$ cat src/rtl/uart_image_loader.sv
`default_nettype none
// ============================================================================
// Module   : uart_image_loader
// Brief    : UART 8N1 receiver that streams one image of pixels into the
//            network input memory, then pulses nn_start and waits for nn_done.
//            Optional macro LOAD_TIMEOUT_EN abandons a stalled partial frame.
// Revision : 1.0 - initial release
// ============================================================================
module uart_image_loader #(
  parameter int CLKS_PER_BIT   = 434,
  parameter int NUM_PIXELS     = 784,
  parameter int ADDR_WIDTH     = 10,
  parameter int TIMEOUT_CYCLES = 5000000
) (
  input  logic                  clk,
  input  logic                  resetn,
  input  logic                  uart_rx,
  input  logic                  nn_done,
  output logic                  mem_wr_en,
  output logic [ADDR_WIDTH-1:0] mem_wr_addr,
  output logic [7:0]            mem_wr_data,
  output logic                  nn_start,
  output logic                  busy,
  output logic                  framing_error,
  output logic                  overrun
);

  localparam int CNT_W = $clog2(CLKS_PER_BIT);
  localparam logic [CNT_W-1:0]      FULL_LAST = CNT_W'(CLKS_PER_BIT - 1);
  localparam logic [CNT_W-1:0]      HALF_LAST = CNT_W'(CLKS_PER_BIT / 2 - 1);
  localparam logic [ADDR_WIDTH-1:0] LAST_PIX  = ADDR_WIDTH'(NUM_PIXELS - 1);

  localparam logic [1:0] RX_IDLE  = 2'd0;
  localparam logic [1:0] RX_START = 2'd1;
  localparam logic [1:0] RX_DATA  = 2'd2;
  localparam logic [1:0] RX_STOP  = 2'd3;

  localparam logic [1:0] L_LOAD  = 2'd0;
  localparam logic [1:0] L_START = 2'd1;
  localparam logic [1:0] L_WAIT  = 2'd2;

  logic             sync1, rx_s;
  logic [1:0]       rx_state, rx_next;
  logic [CNT_W-1:0] clk_cnt;
  logic [2:0]       bit_idx;
  logic [7:0]       shift_reg;
  logic             wait_high;
  logic             half_tick, full_tick, stop_tick, stop_good;
  logic             byte_valid;

  logic [1:0]            l_state, l_next;
  logic [ADDR_WIDTH-1:0] pix_cnt;

  always_ff @(posedge clk) begin
    if (!resetn) begin
      sync1 <= 1'b1;
      rx_s  <= 1'b1;
    end else begin
      sync1 <= uart_rx;
      rx_s  <= sync1;
    end
  end

  // ---------------- RX FSM ----------------
  always_ff @(posedge clk) begin
    if (!resetn) rx_state <= RX_IDLE;
    else         rx_state <= rx_next;
  end

  always_comb begin
    rx_next = rx_state;
    case (rx_state)
      RX_IDLE:  if (!rx_s) rx_next = RX_START;
      RX_START: if (half_tick) rx_next = rx_s ? RX_IDLE : RX_DATA;
      RX_DATA:  if (full_tick && bit_idx == 3'd7) rx_next = RX_STOP;
      RX_STOP: begin
        if (wait_high) begin
          if (rx_s) rx_next = RX_IDLE;
        end else if (stop_tick && rx_s) begin
          rx_next = RX_IDLE;
        end
      end
      default:  rx_next = RX_IDLE;
    endcase
  end

  always_comb begin
    half_tick = (rx_state == RX_START) && (clk_cnt == HALF_LAST);
    full_tick = (clk_cnt == FULL_LAST);
    stop_tick = (rx_state == RX_STOP) && !wait_high && full_tick;
    stop_good = stop_tick && rx_s;
  end

  always_ff @(posedge clk) begin
    if (!resetn) begin
      clk_cnt       <= '0;
      bit_idx       <= 3'd0;
      shift_reg     <= 8'h00;
      wait_high     <= 1'b0;
      framing_error <= 1'b0;
      byte_valid    <= 1'b0;
    end else begin
      byte_valid <= stop_good;
      case (rx_state)
        RX_IDLE: begin
          clk_cnt   <= '0;
          bit_idx   <= 3'd0;
          wait_high <= 1'b0;
        end
        RX_START: clk_cnt <= half_tick ? '0 : clk_cnt + 1'b1;
        RX_DATA: begin
          if (full_tick) begin
            clk_cnt   <= '0;
            shift_reg <= {rx_s, shift_reg[7:1]};
            bit_idx   <= bit_idx + 3'd1;
          end else begin
            clk_cnt <= clk_cnt + 1'b1;
          end
        end
        default: begin
          // A low stop bit parks here until the line returns to idle.
          if (!wait_high) begin
            clk_cnt <= full_tick ? '0 : clk_cnt + 1'b1;
            if (stop_tick && !rx_s) begin
              wait_high     <= 1'b1;
              framing_error <= 1'b1;
            end
          end
        end
      endcase
    end
  end

  // ---------------- Loader FSM ----------------
  always_ff @(posedge clk) begin
    if (!resetn) l_state <= L_LOAD;
    else         l_state <= l_next;
  end

  always_comb begin
    l_next = l_state;
    case (l_state)
      L_LOAD:  if (byte_valid && pix_cnt == LAST_PIX) l_next = L_START;
      L_START: l_next = L_WAIT;
      L_WAIT:  if (nn_done) l_next = L_LOAD;
      default: l_next = L_LOAD;
    endcase
  end

  always_comb begin
    mem_wr_en   = (l_state == L_LOAD) && byte_valid;
    mem_wr_addr = pix_cnt;
    mem_wr_data = shift_reg;
    nn_start    = (l_state == L_START);
  end

`ifdef LOAD_TIMEOUT_EN
  localparam int IDLE_W = $clog2(TIMEOUT_CYCLES + 1);
  localparam logic [IDLE_W-1:0] IDLE_LAST = IDLE_W'(TIMEOUT_CYCLES - 1);
  logic [IDLE_W-1:0] idle_cnt;
  logic              timeout;

  assign timeout = (l_state == L_LOAD) && (pix_cnt != '0) && !byte_valid &&
                   (idle_cnt == IDLE_LAST);

  always_ff @(posedge clk) begin
    if (!resetn || l_state != L_LOAD || pix_cnt == '0 || byte_valid)
      idle_cnt <= '0;
    else
      idle_cnt <= idle_cnt + 1'b1;
  end
`else
  logic timeout;
  assign timeout = 1'b0;
`endif

  always_ff @(posedge clk) begin
    if (!resetn) begin
      pix_cnt <= '0;
      busy    <= 1'b0;
      overrun <= 1'b0;
    end else begin
      if (mem_wr_en) begin
        busy    <= 1'b1;
        pix_cnt <= (pix_cnt == LAST_PIX) ? '0 : pix_cnt + 1'b1;
      end else if (timeout) begin
        busy    <= 1'b0;
        pix_cnt <= '0;
      end
      if (l_state == L_WAIT && nn_done) busy <= 1'b0;
      if (byte_valid && l_state != L_LOAD) overrun <= 1'b1;
    end
  end

endmodule
`default_nettype wire

$ cat config.mk
export PLATFORM = sky130hd
export DESIGN_NAME = uart_image_loader
export DESIGN_NICKNAME = d
export VERILOG_FILES = /design/src/rtl/uart_image_loader.sv
export SDC_FILE = /design/constraint.sdc
export NUM_CORES = 1
export LEC_CHECK = 0
export BUFFER_PORTS_ARGS = -buffer_cell sky130_fd_sc_hd__clkbuf_2
export CAP_MARGIN = 10
export CORE_ASPECT_RATIO = 2
export CORE_MARGIN = 2
export CORE_UTILIZATION = 28
export CTS_BUF_LIST = sky130_fd_sc_hd__clkbuf_4 sky130_fd_sc_hd__clkbuf_8 sky130_fd_sc_hd__clkbuf_16
export CTS_CLUSTER_SIZE = 24
export DETAILED_ROUTE_END_ITERATION = 10
export HOLD_SLACK_MARGIN = 0.1
export PLACE_DENSITY = 0.55
export SLEW_MARGIN = 20
export SYNTH_ARGS = -nofsm -noshare
export SYNTH_HDL_FRONTEND = slang
export SYNTH_SLANG_ARGS = --single-unit
$ cat constraint.sdc
create_clock -name clk -period 2 [get_ports clk]
set_input_delay 0.5 -clock clk [delete_from_list [all_inputs] [get_ports clk]]
set_output_delay 0.5 -clock clk [all_outputs]
set_load 0.02 [all_outputs]
==> metrics.yaml, run 1 <==
outcome:
  status: "complete, no violations"
setup_path:
  crit_buf_inv: 1
  rr_startpoint: "clk_cnt[0]$_SDFFE_PN0P_"
  rr_worst_depth: 7
  critical_path.top_delay_family: "compound AO/OA/AOI/OAI gates"
  startpoint_type: "flop"
  required_ns: 2.21
  max_stage_delay_ns: 0.46
  crit_arrival_ns: 2.17
  crit_path_top_delay_cell: "or4b_4"
  r2r-end: "rx_state[0]$_SDFFE_PN0P_"
  reg2reg_slack_ns: 0.04
  worstPathMaxFanout: 5
  worst_setup_path_end_kind: "flop"
  path_class: "flop to flop"
  crit_chain: "inv_4, ha_4, or4b_4, o31ai_4, o311ai_4, a221o_1, a21oi_2"
sta:
  hold_violations: 0
  whs_ns: 0.405
  tightest_slew_ns: 0.378
  rsz0062_at_grt: "true"
  min_period_ns: 1.96
  drv_slew: 0
  slew-limit-headroom_pct: 74.8
  max_freq_mhz: 510
  min_period_over_period_pct: 98.1
  setup_violations: 0
  fin_worst_skew_ns: 0.00295
floorplan:
  dieArea_um2: 7390
  initial_core_util_pct: 28.7
  die_height_um: 120
  core_um2: 6520
  fp.dieW_um: 61.8
  ios: 27
  fp-row-count: 42
synth:
  synth-seq-area-share_pct: 43.9
  netlist_area_um2: 1870
  synth_nets: 221
  netlist-cell-type-count: 37
  synth-seq-cells: 41
  synthCells: 207
  yosys_warnings: 0
  synth.avg_cell_area_um2: 9.03
drt:
  drt_iter0_drc: 56
  wire_per_inst_um: 11.2
  routed_via_density: 4.63
  wirelength_um: 3720
  vias: 1541
  drc: 0
  drtPass1Iterations: 4
  ant_nets: 0
global_routing:
  grt_pass1_vias: 1440
  grt_usage_pct: 11.0
  grt_first_pass_wirelength_um: 6300
  overflow: 0
  grt_max_degree: 17
  antenna_found_initial: 0
  gr-usage-met3_pct: 3.45
  grt_util_met2_pct: 17.7
  use_met1_pct: 13.6
  grt-busiest-layer: "met2"
clock_tree:
  ctsRootBufferMaster: "clkbuf_16"
  cts-buffers-inserted: 5
  cts_tree: "built"
  cts_sinks: 41
  insertion_delay_ns: 0.28
  cts_max_level: 2
  path_clk_slew_ns: 0.06
  cts_buffer_depth: 2
worst_hold_path:
  whs_path_depth: 2
  min_path_type: "input port to flop"
  hold_path_startpoint: "uart_rx"
  min_to: "sync1$_SDFF_PN1_"
finish:
  nets: 258
  diodes: 0
  drive_above_1_share_pct: 24.9
  fillers: 702
  syn2layout_area_growth_pct: 26.6
pwr:
  power_leakage_uw: 0.000923
  ir_drop_uv: 494
  p_per_area_nw_per_um2: 764
  p_total_uw: 1810
placed_design:
  io_buffers: 26
  hpwlAfterDp_um: 2680
  gp_congestion: 0.807
flow_run:
  drv_cap: 0
==> repair_timing <==
item / in CTS / in global routing
buffers inserted: 0 / 2
pin swaps: 0 / 5
gates resized for setup: 1 / 18
cloned: 0 / 1
hold buffers: 0 / 0
endpoints found under the setup margin: 1 / 14
endpoints found under the hold margin: 0 / 0
==> flip-flops by register name (all words and copies together), names as in the netlist, named ones only <==
register       flops
l_state            2
clk_cnt            9
overrun            1
rx_state           1
bit_idx            3
mem_wr_data        8
framing_error      1
wait_high          1
mem_wr_addr       10
rx_s               1
busy               1
byte_valid         1
sync1              1
==> worst max-delay path by stage <==
| stage | slack [ns] | start | cells past startpoint | endpoint |
|---|---|---|---|---|
| finish | 0.04 | clk_cnt[0]$_SDFFE_PN0P_ | 7 | rx_state[0]$_SDFFE_PN0P_ |
| global placement | 0.07 | rx_state[0]$_SDFFE_PN0P_ | 6 | clk_cnt[0]$_SDFFE_PN0P_ |
| detailed placement | -0.02 | rx_state[0]$_SDFFE_PN0P_ | 6 | clk_cnt[0]$_SDFFE_PN0P_ |
| floorplan | 0.04 | rx_state[0]$_SDFFE_PN0P_ | 8 | clk_cnt[0]$_SDFFE_PN0P_ |
| global route | -0.04 | clk_cnt[0]$_SDFFE_PN0P_ | 7 | rx_state[0]$_SDFFE_PN0P_ |
| CTS | 0.02 | clk_cnt[0]$_SDFFE_PN0P_ | 7 | rx_state[0]$_SDFFE_PN0P_ |
==> power by group <==
part           leakage (uW)  switching, uW  internal [uW]
Clock             0.0000696            314            457
Sequential         0.000333           14.6            831
Combinational      0.000520            103           89.1
==> per-stage QoR <==
stage,cells,TNS (ns),area [um2],worst slack (ns),utilization (%)
2_1_floorplan,207,0,1870,0.0450,-
3_3_place_gp,322,0,2140,0.0742,32.8
3_5_place_dp,322,-0.0187,2140,-0.0187,32.8
4_1_cts,330,0,2280,0.0163,35.0
5_1_grt,333,-0.0408,2370,-0.0408,36.3
6_report,333,0,2370,0.0376,36.3
==> placed cells by master (no fill, tap or decap), types with 4 or more instances in the layout <==
| cell | n |
|---|---|
| dfxtp_1 | 38 |
| nand2_1 | 33 |
| clkbuf_2 | 26 |
| nor2_1 | 20 |
| a21boi_0 | 9 |
| xor2_1 | 9 |
| ha_1 | 9 |
| buf_4 | 9 |
| inv_1 | 8 |
| nor3_1 | 7 |
| xnor2_1 | 7 |
| nand3_1 | 6 |
| clkbuf_16 | 5 |
| nand2b_1 | 4 |
| mux2i_1 | 4 |
==> cells by family (layout without fill, tap and decap cells) <==
group,after synthesis,in the layout,share of synthesized area [%]
AOI/OAI and AO/OA,27,27,11.4
DFF,41,41,43.9
adders and majority gates,10,10,6.69
muxes,4,4,2.14
and+or+nand+nor,93,94,25.0
buffers and inverters,16,53,3.35
xor gates and xnor gates,16,16,7.50
==> synth_stat cells (all sizes together) <==
cell type,number,area [um2]
nor4,1,6.26
xnor2,7,61.3
nand3b,2,15.0
mux2i,4,40.0
xor2,9,78.8
o31ai,2,28.8
a22oi,2,15.0
inv,10,37.5
a21boi,9,67.6
clkbuf,4,15.0
and3,3,18.8
o311ai,2,17.5
a21oi,3,15.0
ha,10,125
nor3b,1,12.5
or4b,2,23.8
nand3,6,30.0
and4b,1,10.0
nor2b,3,18.8
nand2,33,124
and2,3,18.8
a221o,1,10.0
o21ai,3,18.8
nand2b,4,25.0
and4,2,17.5
dfxtp,41,821
nand4,3,18.8
a211oi,1,7.51
nor2,20,75.1
nor4b,2,17.5
buf,2,10.0
o21a,3,22.5
o221a,1,11.3
nor3,7,35.0
==> routing by layer <==
| metal | part of all wire [%] | vias to the layer above | routed length (um) |
|---|---|---|---|
| li1 | - | 777 | - |
| met2 | 49 | 42 | 1830 |
| met3 | 5.0 | 7 | 186 |
| met1 | 44 | 715 | 1630 |
| met4 | 1.9 | 0 | 72 |
| met5 | 0 | - | 0 |
==> layout make-up <==
cell class | count | area, um2 | share of cell area, %
multi-input combinational | 151 | 1040 | 44.1
sequential | 41 | 830 | 35.1
timing repair buffer | 35 | 198 | 8.36
clock buffer | 5 | 125 | 5.29
tap | 88 | 110 | 4.65
inverter | 10 | 42.5 | 1.80
clock inverter | 3 | 17.5 | 0.740
Note: power is estimated with default switching activity, not from simulation.
==> run 2, diff against run 1 <==
--- a/config.mk
+++ b/config.mk
@@ -5,6 +5,7 @@
 export SDC_FILE = /design/constraint.sdc
 export NUM_CORES = 1
 export LEC_CHECK = 0
+export ABC_AREA = 1
 export BUFFER_PORTS_ARGS = -buffer_cell sky130_fd_sc_hd__clkbuf_2
 export CAP_MARGIN = 10
 export CORE_ASPECT_RATIO = 2
@@ -14,7 +15,7 @@
 export CTS_CLUSTER_SIZE = 24
 export DETAILED_ROUTE_END_ITERATION = 10
 export HOLD_SLACK_MARGIN = 0.1
-export PLACE_DENSITY = 0.55
+export PLACE_DENSITY = 0.56
 export SLEW_MARGIN = 20
 export SYNTH_ARGS = -nofsm -noshare
 export SYNTH_HDL_FRONTEND = slang
==> run 2 against run 1 <==
Effect of this change:
- maximum frequency up 14%
- die area up 11%
- largest cell class unchanged
- global-route usage up 2.3 points
- highest routed layer unchanged
==> metrics.yaml, run 2 <==
outcome:
  status: "complete, no violations"
placed_design:
  place_inst: 381  # +18%
  pre_cts_ws_ns: 0.271  # +0.289 ns
  gp_congestion: 0.807  # about the same
  io_buffers: 26  # unchanged
  hpwlAfterDp_um: 3830  # +43%
  placed_area_um2: 2310  # +8.1%
synth:
  synth_top_flop_cell: "dfxtp_1"
  synth-seq-area-share_pct: 39.4  # -4.5 points
  yosys-top-cells-count: "42 x nor2_1, 41 x dfxtp_1, 37 x nand2_1, 28 x inv_1, 17 x o21ai_0"
  synth.avg_cell_area_um2: 7.82  # -13%
  netlist-cell-type-count: 32  # -14%
  synth_nets: 280  # +27%
  post-synth-top-count-cell: "nor2_1"
  yosys_warnings: 0  # unchanged
  netlist_area_um2: 2080  # +11%
  synth_edf_count: 0  # unchanged
  synthArstFlopShare_pct: 0  # unchanged
  synth_largest_area_cell: "dfxtp_1"
  synth_area_leaders: "dfxtp_1 39%, nor2_1 7.6%, nand2_1 6.7%, ha_1 6.0%, inv_1 5.1%"
  synth-seq-cells: 41  # unchanged
  synthCells: 266  # +29%
  synth_top_cell_area_share_pct: 39.4  # -4.5 points
pwr:
  ir_drop_uv: 280  # -43%
  power_leakage_uw: 0.00107  # +16%
  p_per_area_nw_per_um2: 857  # +12%
clock_tree:
  postCtsSetupBuffers: 0  # unchanged
  cts_buffer_depth: 2  # unchanged
  cts_resized: 0  # -1
  cts_sinks: 41  # unchanged
  ctsRootBufferMaster: "clkbuf_16"
  hold_buffers: 0  # unchanged
  cts-buffers-inserted: 5  # unchanged
  cts_max_level: 2  # unchanged
  cts_tree: "built"
  path_clk_slew_ns: 0.06  # about the same
  insertion_delay_ns: 0.28  # about the same
drt:
  drc: 0  # unchanged
  vias: 1821  # +18%
  drtPass1Iterations: 4  # unchanged
  drt_iter0_drc: 43  # -23%
  ant_nets: 0  # unchanged
  wirelength_um: 4870  # +31%
  routed_via_density: 4.68  # +1.2%
  wire_per_inst_um: 12.5  # +12%
sta:
  drv_slew: 0  # unchanged
  min_period_over_period_pct: 86.2  # -12 points
  rsz0062_at_grt: "false"
  setup_violations: 0  # unchanged
  tightest_slew_ns: 0.414  # +0.0358 ns
  max_freq_mhz: 580  # +14%
  fin_tns_setup_ns: 0  # unchanged
  fin_worst_skew_ns: 0.00533  # +0.00238 ns
  hold_violations: 0  # unchanged
  min_period_ns: 1.72  # -0.239 ns
  whs_ns: 0.415  # +0.00962 ns
  worst_slack_ns: 0.276  # +0.239 ns
  slew-limit-headroom_pct: 72.4  # -2.4 points
finish:
  nets: 310  # +20%
  syn2layout_area_growth_pct: 19.5
  final_common_cell: "nor2_1"
  drive_above_1_share_pct: 23.9  # -0.99 points
  fin_cells: 389  # +17%
  largest_reg_flops: 10  # unchanged
  final_area_um2: 2490  # +5.1%
  diodes: 0  # unchanged
  layout_common_cells: "42 x nor2_1, 41 x dfxtp_1, 37 x nand2_1"
setup_path:
  critPathCapture: "clk_cnt[7]$_SDFFE_PN0P_"
  rr_worst_depth: 8  # +1
  required_ns: 2.17  # -0.04 ns
  crit_path_top_delay_cell: "dfxtp_1"
  worst_setup_path_end_kind: "flop"
  max_stage_delay_ns: 0.40  # -0.06 ns
  reg2reg_slack_ns: 0.28  # +0.24 ns
  r2r-end: "clk_cnt[7]$_SDFFE_PN0P_"
  worstPathMaxFanout: 7  # +2
  rr_startpoint: "rx_state[0]$_SDFFE_PN0P_"
  crit_top_cell: "nor2_1"
  crit_chain: "inv_1, ha_1, nor2_1, nand3_2, nand4_1, nor2_1, a21oi_1, nor3_2"
  path_class: "flop to flop"
  startpoint_type: "flop"
  critPathLaunch: "rx_state[0]$_SDFFE_PN0P_"
  crit_arrival_ns: 1.89  # -0.28 ns
floorplan:
  core_um2: 7210  # +11%
  die_height_um: 126  # +5.3%
  ios: 27  # unchanged
  fp.dieW_um: 65.0  # +5.1%
  dieArea_um2: 8180  # +11%
  fp-row-count: 44  # +4.8%
  initial_core_util_pct: 28.9  # +0.16 points
global_routing:
  grt_first_pass_wirelength_um: 8400  # +33%
  grt_max_degree: 18  # +1
  grt_usage_pct: 13.4  # +2.3 points
  antenna_found_initial: 0  # unchanged
  grt_pass1_vias: 1941  # +35%
  overflow: 0  # unchanged
flow_run:
  drv_cap: 0  # unchanged
worst_hold_path:
  min_path_type: "flop to flop"
[run 2: cell count changes after synthesis, sizes merged, moves of 6 or more]
cell	delta
nand3	+6
nand4	+6
nand2	+11
inv	+22
o21ai	+15
nor2	+31
a21oi	+13
xnor2	-7
a21boi	-9
[run 2: power breakdown]
part / switching, uW / internal, uW
clock: 315 / 637
sequential: 28.1 / 841
combinational: 207 / 104
total: 550 / 1580
[run 2: cell type report]
| type | instances | area (um2) |
|---|---|---|
| Clock buffer | 7 | 146 |
| Sequential cell | 41 | 821 |
| Clock inverter | 1 | 30.0 |
| Inverter | 32 | 120 |
| Tap cell | 92 | 115 |
| Fill cell | 775 | 4730 |
| Multi-Input combinational cell | 189 | 1120 |
| Timing Repair Buffer | 27 | 138 |
[run 2: worst max-delay path: cells and delay by family, from the launching register on]
kind	cells	cell delay [ns]
simple gates	5	0.73
flops	1	0.40
buf+inv	1	0.11
compound gates	1	0.15
fa+ha+maj	1	0.22
[run 2: cell families after synthesis]
| logic type | synth area share (%) |
|---|---|
| xor gates and xnor gates | 2.10 |
| buffers and inverters | 6.91 |
| and+or+nand+nor | 34.4 |
| muxes | 0.481 |
| DFF | 39.4 |
| adders and majority gates | 6.01 |
| AOI/OAI and AO/OA | 10.6 |
[run 2: worst min-delay path by stage]
stage                startpoint          endpoint  slack, ns  cells after the start
2_1_floorplan  sync1$_SDFF_PN1_   rx_s$_SDFF_PN1_       0.39                      1
3_3_place_gp   sync1$_SDFF_PN1_   rx_s$_SDFF_PN1_       0.43                      1
3_5_place_dp   sync1$_SDFF_PN1_   rx_s$_SDFF_PN1_       0.42                      1
4_1_cts                 uart_rx  sync1$_SDFF_PN1_       0.41                      2
5_1_grt                 uart_rx  sync1$_SDFF_PN1_       0.42                      2
6_report       sync1$_SDFF_PN1_   rx_s$_SDFF_PN1_       0.41                      1
[run 2: through the flow]
stage	utilization, %	power (uW)
final	34.5	2130
after global routing	34.5	2240
after CTS	34.5	2170
after detailed placement	32.0	1200
after global placement	32.0	1190
after floorplan	-	1120
[run 2: routing by layer]
metal,GRT usage (%),vias to the layer above,wire length [um]
met5,0,-,0
met4,8.51,0,232
met3,3.13,15,142
met2,26.3,36,2790
met1,11.1,845,1700
li1,-,925,-
